<file path="src/rtl/rv_ctrl_pkg.sv">
// Shared encodings for the multicycle RV control path: opcodes, FSM states,
// instruction classes and the per-class ALU control lookup.
package rv_ctrl_pkg;

   localparam logic [6:0] OP_R    = 7'b0110011;
   localparam logic [6:0] OP_I    = 7'b0010011;
   localparam logic [6:0] OP_S    = 7'b0100011;
   localparam logic [6:0] OP_JALR = 7'b0011011;
   localparam logic [6:0] OP_CUST = 7'b0001011;

   typedef enum logic [2:0] {
      ST_FETCH  = 3'd0,
      ST_DECODE = 3'd1,
      ST_EXEC   = 3'd2,
      ST_MEM    = 3'd3,
      ST_WB     = 3'd4,
      ST_JUMP   = 3'd5,
      ST_TRAP   = 3'd7
   } state_e;

   typedef enum logic [2:0] {
      CL_NONE   = 3'd0,
      CL_ALU_R  = 3'd1,
      CL_ALU_RD = 3'd2,
      CL_ALU_I  = 3'd3,
      CL_BRI    = 3'd4,
      CL_JALR   = 3'd5,
      CL_STORE  = 3'd6
   } class_e;

   typedef struct packed {
      logic alu_src;
      logic alu_d;
   } alu_ctl_t;

   // ALU operand/operation selects that a class holds through EXEC and WB.
   function automatic alu_ctl_t class_alu_ctl(input class_e cls);
      alu_ctl_t ctl;
      ctl = '0;
      case (cls)
         CL_ALU_RD: ctl.alu_d   = 1'b1;
         CL_ALU_I,
         CL_BRI,
         CL_JALR,
         CL_STORE:  ctl.alu_src = 1'b1;
         default:   ctl = '0;
      endcase
      return ctl;
   endfunction

endpackage

</file>
<file path="src/rtl/insn_class_decode.sv">
// Combinational {op,funct3} -> instruction class lookup; valid_o low for any
// encoding this core does not implement.
module insn_class_decode
   import rv_ctrl_pkg::*;
(
   input  logic [6:0] op_i,
   input  logic [2:0] funct3_i,
   output class_e     class_o,
   output logic       valid_o
);

   always_comb begin
      class_o = CL_NONE;
      case (op_i)
         OP_R: begin
            case (funct3_i)
               3'b000:                 class_o = CL_ALU_R;
               3'b010, 3'b111, 3'b101: class_o = CL_ALU_RD;
               default:                class_o = CL_NONE;
            endcase
         end
         OP_I: begin
            case (funct3_i)
               3'b000:         class_o = CL_BRI;
               3'b010, 3'b111: class_o = CL_ALU_I;
               default:        class_o = CL_NONE;
            endcase
         end
         OP_CUST: class_o = CL_ALU_I;
         OP_JALR: class_o = CL_JALR;
         OP_S:    class_o = (funct3_i == 3'b010) ? CL_STORE : CL_NONE;
         default: class_o = CL_NONE;
      endcase
      valid_o = (class_o != CL_NONE);
   end

endmodule

</file>
<file path="src/rtl/multicycle_control_fsm.sv">
// Multicycle sequencer: fetch/decode/execute/memory/writeback with one shared
// req/ready memory port, wait-cycle timeout and sticky error flags.
//
//   state  | meaning
//   FETCH  | request instruction at PC; on ready load IR and PC+4
//   DECODE | latch instruction class, trap on unsupported encoding
//   EXEC   | ALU operating on class operands
//   MEM    | store access at ALU address, wait for ready
//   WB     | register write-back, instruction retires
//   JUMP   | link write + PC target write, instruction retires
//   TRAP   | everything idle until rst
module multicycle_control_fsm
   import rv_ctrl_pkg::*;
#(
   parameter int unsigned MEM_TIMEOUT = 255,
   parameter int unsigned TO_W        = 8
) (
   input  logic       clk,
   input  logic       rst,
   input  logic [6:0] op,
   input  logic [2:0] funct3,
   input  logic       mem_ready,
   output logic       mem_req,
   output logic       mem_addr_sel,
   output logic       ir_we,
   output logic       pc_we,
   output logic       RegW,
   output logic       ALUSrc,
   output logic       ALUD,
   output logic       MemW,
   output logic       Jalr,
   output logic       PCSrc,
   output logic       instr_done,
   output logic       illegal,
   output logic       bus_err,
   output logic [2:0] state_o
);

   localparam logic [TO_W-1:0] TO_LIM = TO_W'(MEM_TIMEOUT);
   localparam logic            TO_EN  = (MEM_TIMEOUT != 0);

   state_e            state_q, state_d;
   class_e            class_q, class_d;
   logic [TO_W-1:0]   cnt_q, cnt_d, cnt_inc;
   logic              illegal_q, illegal_d;
   logic              bus_err_q, bus_err_d;
   logic              wait_cyc, timeout_hit;
   class_e            dec_class;
   logic              dec_valid;
   alu_ctl_t          ctl;

   insn_class_decode u_decode (
      .op_i     (op),
      .funct3_i (funct3),
      .class_o  (dec_class),
      .valid_o  (dec_valid)
   );

   always_ff @(posedge clk) begin
      if (rst) begin
         state_q   <= ST_FETCH;
         class_q   <= CL_NONE;
         cnt_q     <= '0;
         illegal_q <= 1'b0;
         bus_err_q <= 1'b0;
      end else begin
         state_q   <= state_d;
         class_q   <= class_d;
         cnt_q     <= cnt_d;
         illegal_q <= illegal_d;
         bus_err_q <= bus_err_d;
      end
   end

   // Only FETCH and MEM hold mem_req, so a wait cycle is one of those without ready.
   assign wait_cyc    = ((state_q == ST_FETCH) || (state_q == ST_MEM)) && !mem_ready;
   assign cnt_inc     = (cnt_q == '1) ? cnt_q : cnt_q + 1'b1;
   assign timeout_hit = TO_EN && wait_cyc && (cnt_inc == TO_LIM);

   always_comb begin
      state_d   = state_q;
      class_d   = class_q;
      illegal_d = illegal_q;
      bus_err_d = bus_err_q;
      case (state_q)
         ST_FETCH: begin
            if (mem_ready) begin
               state_d = ST_DECODE;
            end else if (timeout_hit) begin
               state_d   = ST_TRAP;
               bus_err_d = 1'b1;
            end
         end
         ST_DECODE: begin
            class_d = dec_valid ? dec_class : CL_NONE;
            if (dec_valid) begin
               state_d = ST_EXEC;
            end else begin
               state_d   = ST_TRAP;
               illegal_d = 1'b1;
            end
         end
         ST_EXEC: begin
            case (class_q)
               CL_ALU_R, CL_ALU_RD, CL_ALU_I: state_d = ST_WB;
               CL_STORE:                      state_d = ST_MEM;
               CL_BRI, CL_JALR:               state_d = ST_JUMP;
               default:                       state_d = ST_TRAP;
            endcase
         end
         ST_MEM: begin
            if (mem_ready) begin
               state_d = ST_FETCH;
            end else if (timeout_hit) begin
               state_d   = ST_TRAP;
               bus_err_d = 1'b1;
            end
         end
         ST_WB, ST_JUMP: state_d = ST_FETCH;
         ST_TRAP:        state_d = ST_TRAP;
         default:        state_d = ST_TRAP;
      endcase

      cnt_d = cnt_q;
      if (wait_cyc) begin
         cnt_d = cnt_inc;
      end
      if ((state_d != state_q) && ((state_d == ST_FETCH) || (state_d == ST_MEM))) begin
         cnt_d = '0;
      end
   end

   assign ctl = class_alu_ctl(class_q);

   always_comb begin
      mem_req      = 1'b0;
      mem_addr_sel = 1'b0;
      ir_we        = 1'b0;
      pc_we        = 1'b0;
      RegW         = 1'b0;
      ALUSrc       = 1'b0;
      ALUD         = 1'b0;
      MemW         = 1'b0;
      Jalr         = 1'b0;
      PCSrc        = 1'b0;
      instr_done   = 1'b0;
      case (state_q)
         ST_FETCH: begin
            mem_req = 1'b1;
            ir_we   = mem_ready;
            pc_we   = mem_ready;
         end
         ST_EXEC: begin
            ALUSrc = ctl.alu_src;
            ALUD   = ctl.alu_d;
         end
         ST_WB: begin
            RegW       = 1'b1;
            ALUSrc     = ctl.alu_src;
            ALUD       = ctl.alu_d;
            instr_done = 1'b1;
         end
         ST_MEM: begin
            mem_req      = 1'b1;
            mem_addr_sel = 1'b1;
            ALUSrc       = 1'b1;
            MemW         = 1'b1;
            instr_done   = mem_ready;
         end
         ST_JUMP: begin
            RegW       = 1'b1;
            pc_we      = 1'b1;
            PCSrc      = 1'b1;
            ALUSrc     = 1'b1;
            Jalr       = (class_q == CL_JALR);
            instr_done = 1'b1;
         end
         default: ;
      endcase
      // A reset cycle must never let a partial store or register write through.
      if (rst) begin
         mem_req      = 1'b0;
         mem_addr_sel = 1'b0;
         ir_we        = 1'b0;
         pc_we        = 1'b0;
         RegW         = 1'b0;
         ALUSrc       = 1'b0;
         ALUD         = 1'b0;
         MemW         = 1'b0;
         Jalr         = 1'b0;
         PCSrc        = 1'b0;
         instr_done   = 1'b0;
      end
   end

   assign illegal = illegal_q;
   assign bus_err = bus_err_q;
   assign state_o = state_q;

endmodule

</file>
<file path="config.mk">
export PLATFORM = sky130hd
export DESIGN_NAME = multicycle_control_fsm
export DESIGN_NICKNAME = d
export VERILOG_FILES = /design/src/rtl/rv_ctrl_pkg.sv /design/src/rtl/insn_class_decode.sv /design/src/rtl/multicycle_control_fsm.sv
export SDC_FILE = /design/constraint.sdc
export NUM_CORES = 1
export LEC_CHECK = 0
export ABC_CLOCK_PERIOD_IN_PS = 2650
export BUFFER_PORTS_ARGS = -buffer_cell sky130_fd_sc_hd__buf_2
export CORE_ASPECT_RATIO = 1.75
export CORE_UTILIZATION = 53
export DETAILED_ROUTE_END_ITERATION = 7
export PLACE_DENSITY_LB_ADDON = 0.1
export RECOVER_POWER = 25
export SYNTH_ARGS = -nofsm -noshare
export SYNTH_HDL_FRONTEND = slang
export SYNTH_HIERARCHICAL = 1
export SYNTH_SLANG_ARGS = --single-unit
</file>
<file path="constraint.sdc">
create_clock -name clk -period 2.65 [get_ports clk]
set_clock_uncertainty 0.05 [all_clocks]
set_input_delay 0.795 -clock clk [delete_from_list [all_inputs] [get_ports clk]]
set_output_delay 0.795 -clock clk [all_outputs]
set_load 0.01 [all_outputs]
</file>
; ---- Word level (Yosys, flattened, before mapping)
; Index checks and enable logic that the tools add are counted.
[classes]
n_addsub = 1
eq_ne = 23
n_mux = 34
bitwise_logic = 2
reduce_logical = 22
[ops]
columns = op, count
row1 = $pmux 3 s5, 2
row2 = $eq 3x3->1 const B, 7
row3 = $mux 1, 19
row4 = $eq 3x2->1 const B, 6
row5 = $mux 3, 6
row6 = $eq 8x8->1 const B, 2
row7 = $eq 7x5->1 const B, 2
row8 = $eq 7x6->1 const B, 2
row9 = $reduce_or 2->1, 7
row10 = $logic_not 3->1, 3
row11 = $pmux 3 s3, 1
row12 = $add 8x1->8 const B, 1
row13 = $mux 8, 1
row14 = $eq 7x4->1 const B, 1
row15 = $eq 3x1->1 const B, 2
row16 = $pmux 1 s2, 3
row17 = $pmux 3 s2, 1
row18 = $reduce_or 3->1, 2
row19 = $pmux 2 s2, 1
row20 = $reduce_or 4->1, 1
row21 = $logic_and 1x1->1, 3
row22 = $ne 3x3->1, 1
row23 = $reduce_and 3->1, 1
row24 = $reduce_bool 3->1, 1
row25 = 4 further kinds, 6
[totals]
reg_bits = 16
in_bits = 13
output_inout_bits = 16
wordCells = 87

; ---- Longest topological paths before layout
[logic_depth]
depth_word = 11
mapped_depth = 7
mapped_depth_nobuf = 7

; ---- Modules after synthesis
; The synthesis kept the hierarchy.
[modules_own_cells]
columns = module, n_inst, cells_each, area_per_inst_um2, seq_area_each_um2
row1 = multicycle_control_fsm, 1, 143, 1082.3, 320.3
row2 = insn_class_decode, 1, 25, 146.4, 0.0

; ---- Worst setup path before layout
; Ideal clock, no wire load.
[synth_path]
kind = input-to-output
start = in rst
end = out mem_addr_sel
t_arrival_ps = 1475
required_ps = 1805
path_slack_ps = 330
stages = 4
n_path_buf = 2
path_cell_list = clkbuf_1 > inv_1 > and3_1 > buf_4
[synth_via]
elab_chain_cells = 1
[synth_lines]
columns = element, line
row1 = from (decl), multicycle_control_fsm.sv:19  ; input logic rst,
row2 = $mux 1, -
row3 = to (decl), multicycle_control_fsm.sv:24  ; output logic mem_addr_sel,
; No other way between the ends.

; ---- Final worst setup path
[layout_path]
start = reg state_q[2], in the netlist state_o[2]
end = out Jalr
[layout_via]
elab_chain_cells = 3
[layout_lines]
columns = element, line
row1 = from (decl), multicycle_control_fsm.sv:42  ; state_e state_q, state_d;
row2 = from (signal assigned), multicycle_control_fsm.sv:67  ; state_q <= state_d;
row3 = $eq 3x3->1, multicycle_control_fsm.sv:147  ; case (state_q)
row4 = $mux 1, multicycle_control_fsm.sv:147
row5 = $mux 1, multicycle_control_fsm.sv:181  ; if (rst) begin
row6 = to (decl), multicycle_control_fsm.sv:31  ; output logic Jalr,
; No other way between the ends.

==> results by group <==
Placed design
  – Half-perimeter wire length of the detailed placement result: 2.376 mm
  – Routability cong.: 0.8415
  – Number of buffer cells added on primary ports: 28

Detailed routing
  – Final wirelength: 3.032 mm
  – Violation count after the first detailed-route iteration: 32
  – Average routed wire per standard cell: 13.91 um
  – DR pass1 iterations: 4
  – Vias: 1313
  – Antenna violation net count after detailed routing: 0
  – DRC violation count after routing: 0
  – Via density per instance: 6.023

Worst setup path
  – Crit path capture type: output port
  – Critical Path AT: 1.60 ns
  – Top Family by Delay on Critical Path: simple AND/OR/NAND/NOR gates
  – Worst Path Max Fanout: 13
  – Req. time, crit path: 1.81 ns
  – WP buf/inv: 1
  – Critical Path, Cell by Cell: nand2b_1 -> nor2_1 -> and2_1 -> and3_1 -> buf_2
  – CP max stage cell: sky130_fd_sc_hd__dfxtp_1
  – Type of element launching the critical path: flop
  – Longest individual stage delay on the worst path: 0.57 ns
  – Crit path kind: flop to output port

Clock tree
  – Clock network latency to the later pin of the worst-skew pair: 0.28 ns
  – Number of hold-repair buffers added at the cts stage: 0
  – Post-cts sizing count: 0
  – Clk buf depth: 2
  – Clock-pin slew reported for the worst setup and hold paths after clock tree synthesis: 0.10 ns
  – CTS tree: done
  – Post-CTS repair timing setup buffer count: 0
  – Library cell used as clock root buffer: sky130_fd_sc_hd__clkbuf_4
  – # clock sinks: 16
  – H-tree lvl count: 1
  – Number of buffers added by the clock tree synthesis step: 3

Timing
  – RSZ-0062 raised after global routing: false
  – Min Tclk post-route: 2.444 ns
  – Period utilisation layout: 92.22%
  – Max-slew headroom: 53.01%
  – Achievable Freq: 409.2 MHz
  – Setup TNS after final layout: 0 ns
  – Slew @ Worst Pin: 0.6995 ns
  – Final slew viol count: 0
  – Final hold violation count: 0
  – Count of endpoints failing setup in the final report: 0

Power and ir drop
  – Leakage power figure: 0.0005976 uW
  – Net switching fraction of the power: 37.40%
  – Clock network fraction of design power: 23.5%
  – Comb pwr share: 34.7%
  – Internal power summed over all cells: 442.2 uW
  – VDD IR-drop max: 0.3369 mV
  – Net switching power: 264.2 uW
  – Cell area power density: 504.5 nW/um^2
  – Share of total power in sequential cells: 41.9%

Synth
  – Number of synthesized register bits: 16
  – Mapped Area: 1229 sq um
  – Mapped Nets: 182
  – Mean area per synthesized cell: 7.314 sq um
  – Share of synthesized area occupied by flip-flops and latches: 26.07%
  – Yosys cell types: 46
  – Top FF cell, synth: sky130_fd_sc_hd__dfxtp_1
  – Cell count after synthesis: 168
  – Synth area leaders: sky130_fd_sc_hd__dfxtp_1, sky130_fd_sc_hd__a21oi_1, sky130_fd_sc_hd__nor2_1
  – Number of enable-type register cells in the synthesized netlist: 0
  – Syn. warnings: 6
  – Portion of synthesized cell area occupied by the leading cell type: 26.07%
  – Area leader, netlist: sky130_fd_sc_hd__dfxtp_1
  – Synth async-reset ratio: 0%

Layout
  – Nets@finish: 209
  – Antenna diode instance count: 0
  – Leading cell types in the layout, fill and taps excluded: sky130_fd_sc_hd__buf_2, sky130_fd_sc_hd__a21oi_1, sky130_fd_sc_hd__nor2_1, sky130_fd_sc_hd__dfxtp_1, sky130_fd_sc_hd__nand2_1
  – Growth of design area from synthesis to finish: 13.95%
  – Most frequent standard cell in the layout excluding fill and tap cells: sky130_fd_sc_hd__buf_2
  – Core occupancy in the finished layout: 65.21%
  – Proportion of layout cells with a drive suffix above 1: 18.56%

Global routing
  – Wire length of the first global-routing pass: 5.112 mm
  – Antenna violations before repair: 0
  – Grt total ovfl: 0
  – Largest net degree at the start of global routing: 14
  – Via count of the first global-routing pass: 1249
  – Overall fraction of global-route tracks in use: 26.85%

Floorplanning
  – Starting density of the core: 57.23%
  – Horizontal die dimension: 38.40 um
  – Top Ports: 29
  – Core Region: 2147 sq um
  – Cell Rows: 22
  – Die H: 65.70 um
  – Overall die area: 2522 sq um

Job
  – Total of max-cap violations: 0

Run status
  – Status: completed

Hold path
  – Class of the most critical hold timing path: flop to flop
==> power groups by stage <==
stage,clock (uW),combinational (uW),sequential [uW]
final,166,245,296
after global routing,178,273,302
after CTS,167,246,296
after detailed placement,0,244,301
after global placement,0,238,300
after floorplan,0,178,291
==> path summary, 6_finish.rpt <==
path,startpoint,cells past startpoint,slack (ns),end
max reg2reg,cnt_q[0],6,0.65,bus_err
max,state_o[2],5,0.21,Jalr
min,illegal,2,0.43,illegal
min reg2reg,illegal,2,0.43,illegal
==> sequential cells by signal, summed over array words and instances (netlist names) <==
signal,count
bus_err,1
cnt_q,8
illegal,1
state_o,3
class_q,3
==> cell usage after synthesis (2+ instances only) <==
cell type / n
sky130_fd_sc_hd__nor2_1: 19
sky130_fd_sc_hd__a211oi_1: 3
sky130_fd_sc_hd__and4_1: 2
sky130_fd_sc_hd__nand2b_1: 7
sky130_fd_sc_hd__nand2_1: 11
sky130_fd_sc_hd__and3_1: 4
sky130_fd_sc_hd__inv_1: 6
sky130_fd_sc_hd__a21oi_1: 20
sky130_fd_sc_hd__dfxtp_1: 16
sky130_fd_sc_hd__xnor2_1: 5
sky130_fd_sc_hd__o21ai_1: 5
sky130_fd_sc_hd__a21o_1: 2
sky130_fd_sc_hd__or3_1: 2
sky130_fd_sc_hd__clkbuf_1: 7
sky130_fd_sc_hd__nand4_1: 3
sky130_fd_sc_hd__o21a_1: 2
sky130_fd_sc_hd__and2_1: 2
sky130_fd_sc_hd__nor4_1: 3
sky130_fd_sc_hd__xor2_1: 2
sky130_fd_sc_hd__o21ai_0: 3
sky130_fd_sc_hd__a311oi_1: 2
sky130_fd_sc_hd__nand3_1: 9
sky130_fd_sc_hd__nor2b_1: 6
sky130_fd_sc_hd__nor3_1: 5
==> area by class of cell <==
cell class | instances | area (sq um)
Multi-Input combinational cell | 137 | 835.8
Clock buffer | 4 | 36.28
Fill cell | 208 | 747.0
Tap cell | 24 | 30.03
Inverter | 6 | 22.52
Sequential cell | 16 | 320.3
Timing Repair Buffer | 31 | 155.1
==> per-layer routing <==
metal / wire (um) / vias up / global-route usage (%) / share of wire (%)
li1: - / 658 / - / -
met1: 1216 / 628 / 28.99 / 40
met2: 1722 / 25 / 51.27 / 57
met3: 75 / 2 / 2.365 / 2.5
met4: 17 / 0 / 8.190 / 0.56
met5: 0 / - / 0 / 0
==> tightest hold or removal path: stages (launching register included) <==
cell,delay (ns)
sky130_fd_sc_hd__dfxtp_1,0.34
sky130_fd_sc_hd__nor2_1,0.05
sky130_fd_sc_hd__nor2_1,0.07
==> kinds of logic (layout without fill, tap and decap cells) <==
family / Yosys count / in the layout / synth area share [%]
AOI/OAI and AO/OA: 45 / 45 / 22.40
muxes: 2 / 2 / 1.731
DFF: 16 / 16 / 26.07
xor gates and xnor gates: 7 / 7 / 4.990
buffers and inverters: 15 / 41 / 5.499
adders and majority gates: 1 / 1 / 1.018
and+or+nand+nor: 82 / 82 / 38.29
==> stage by stage <==
stage	hold WS [ns]	worst slack (ns)	instance area [sq um]	std cells	power (uW)
after floorplan	0.4261	0.3295	1229	168	469.1
after global placement	0.4046	0.3027	1376	214	537.5
after detailed placement	0.4111	0.2769	1376	214	546.0
after CTS	0.4377	0.2075	1413	218	709.3
after global routing	0.4470	0.03393	1400	218	752.3
final	0.4328	0.2063	1400	218	706.4
No activity file was read; power rests on OpenSTA's default activity.
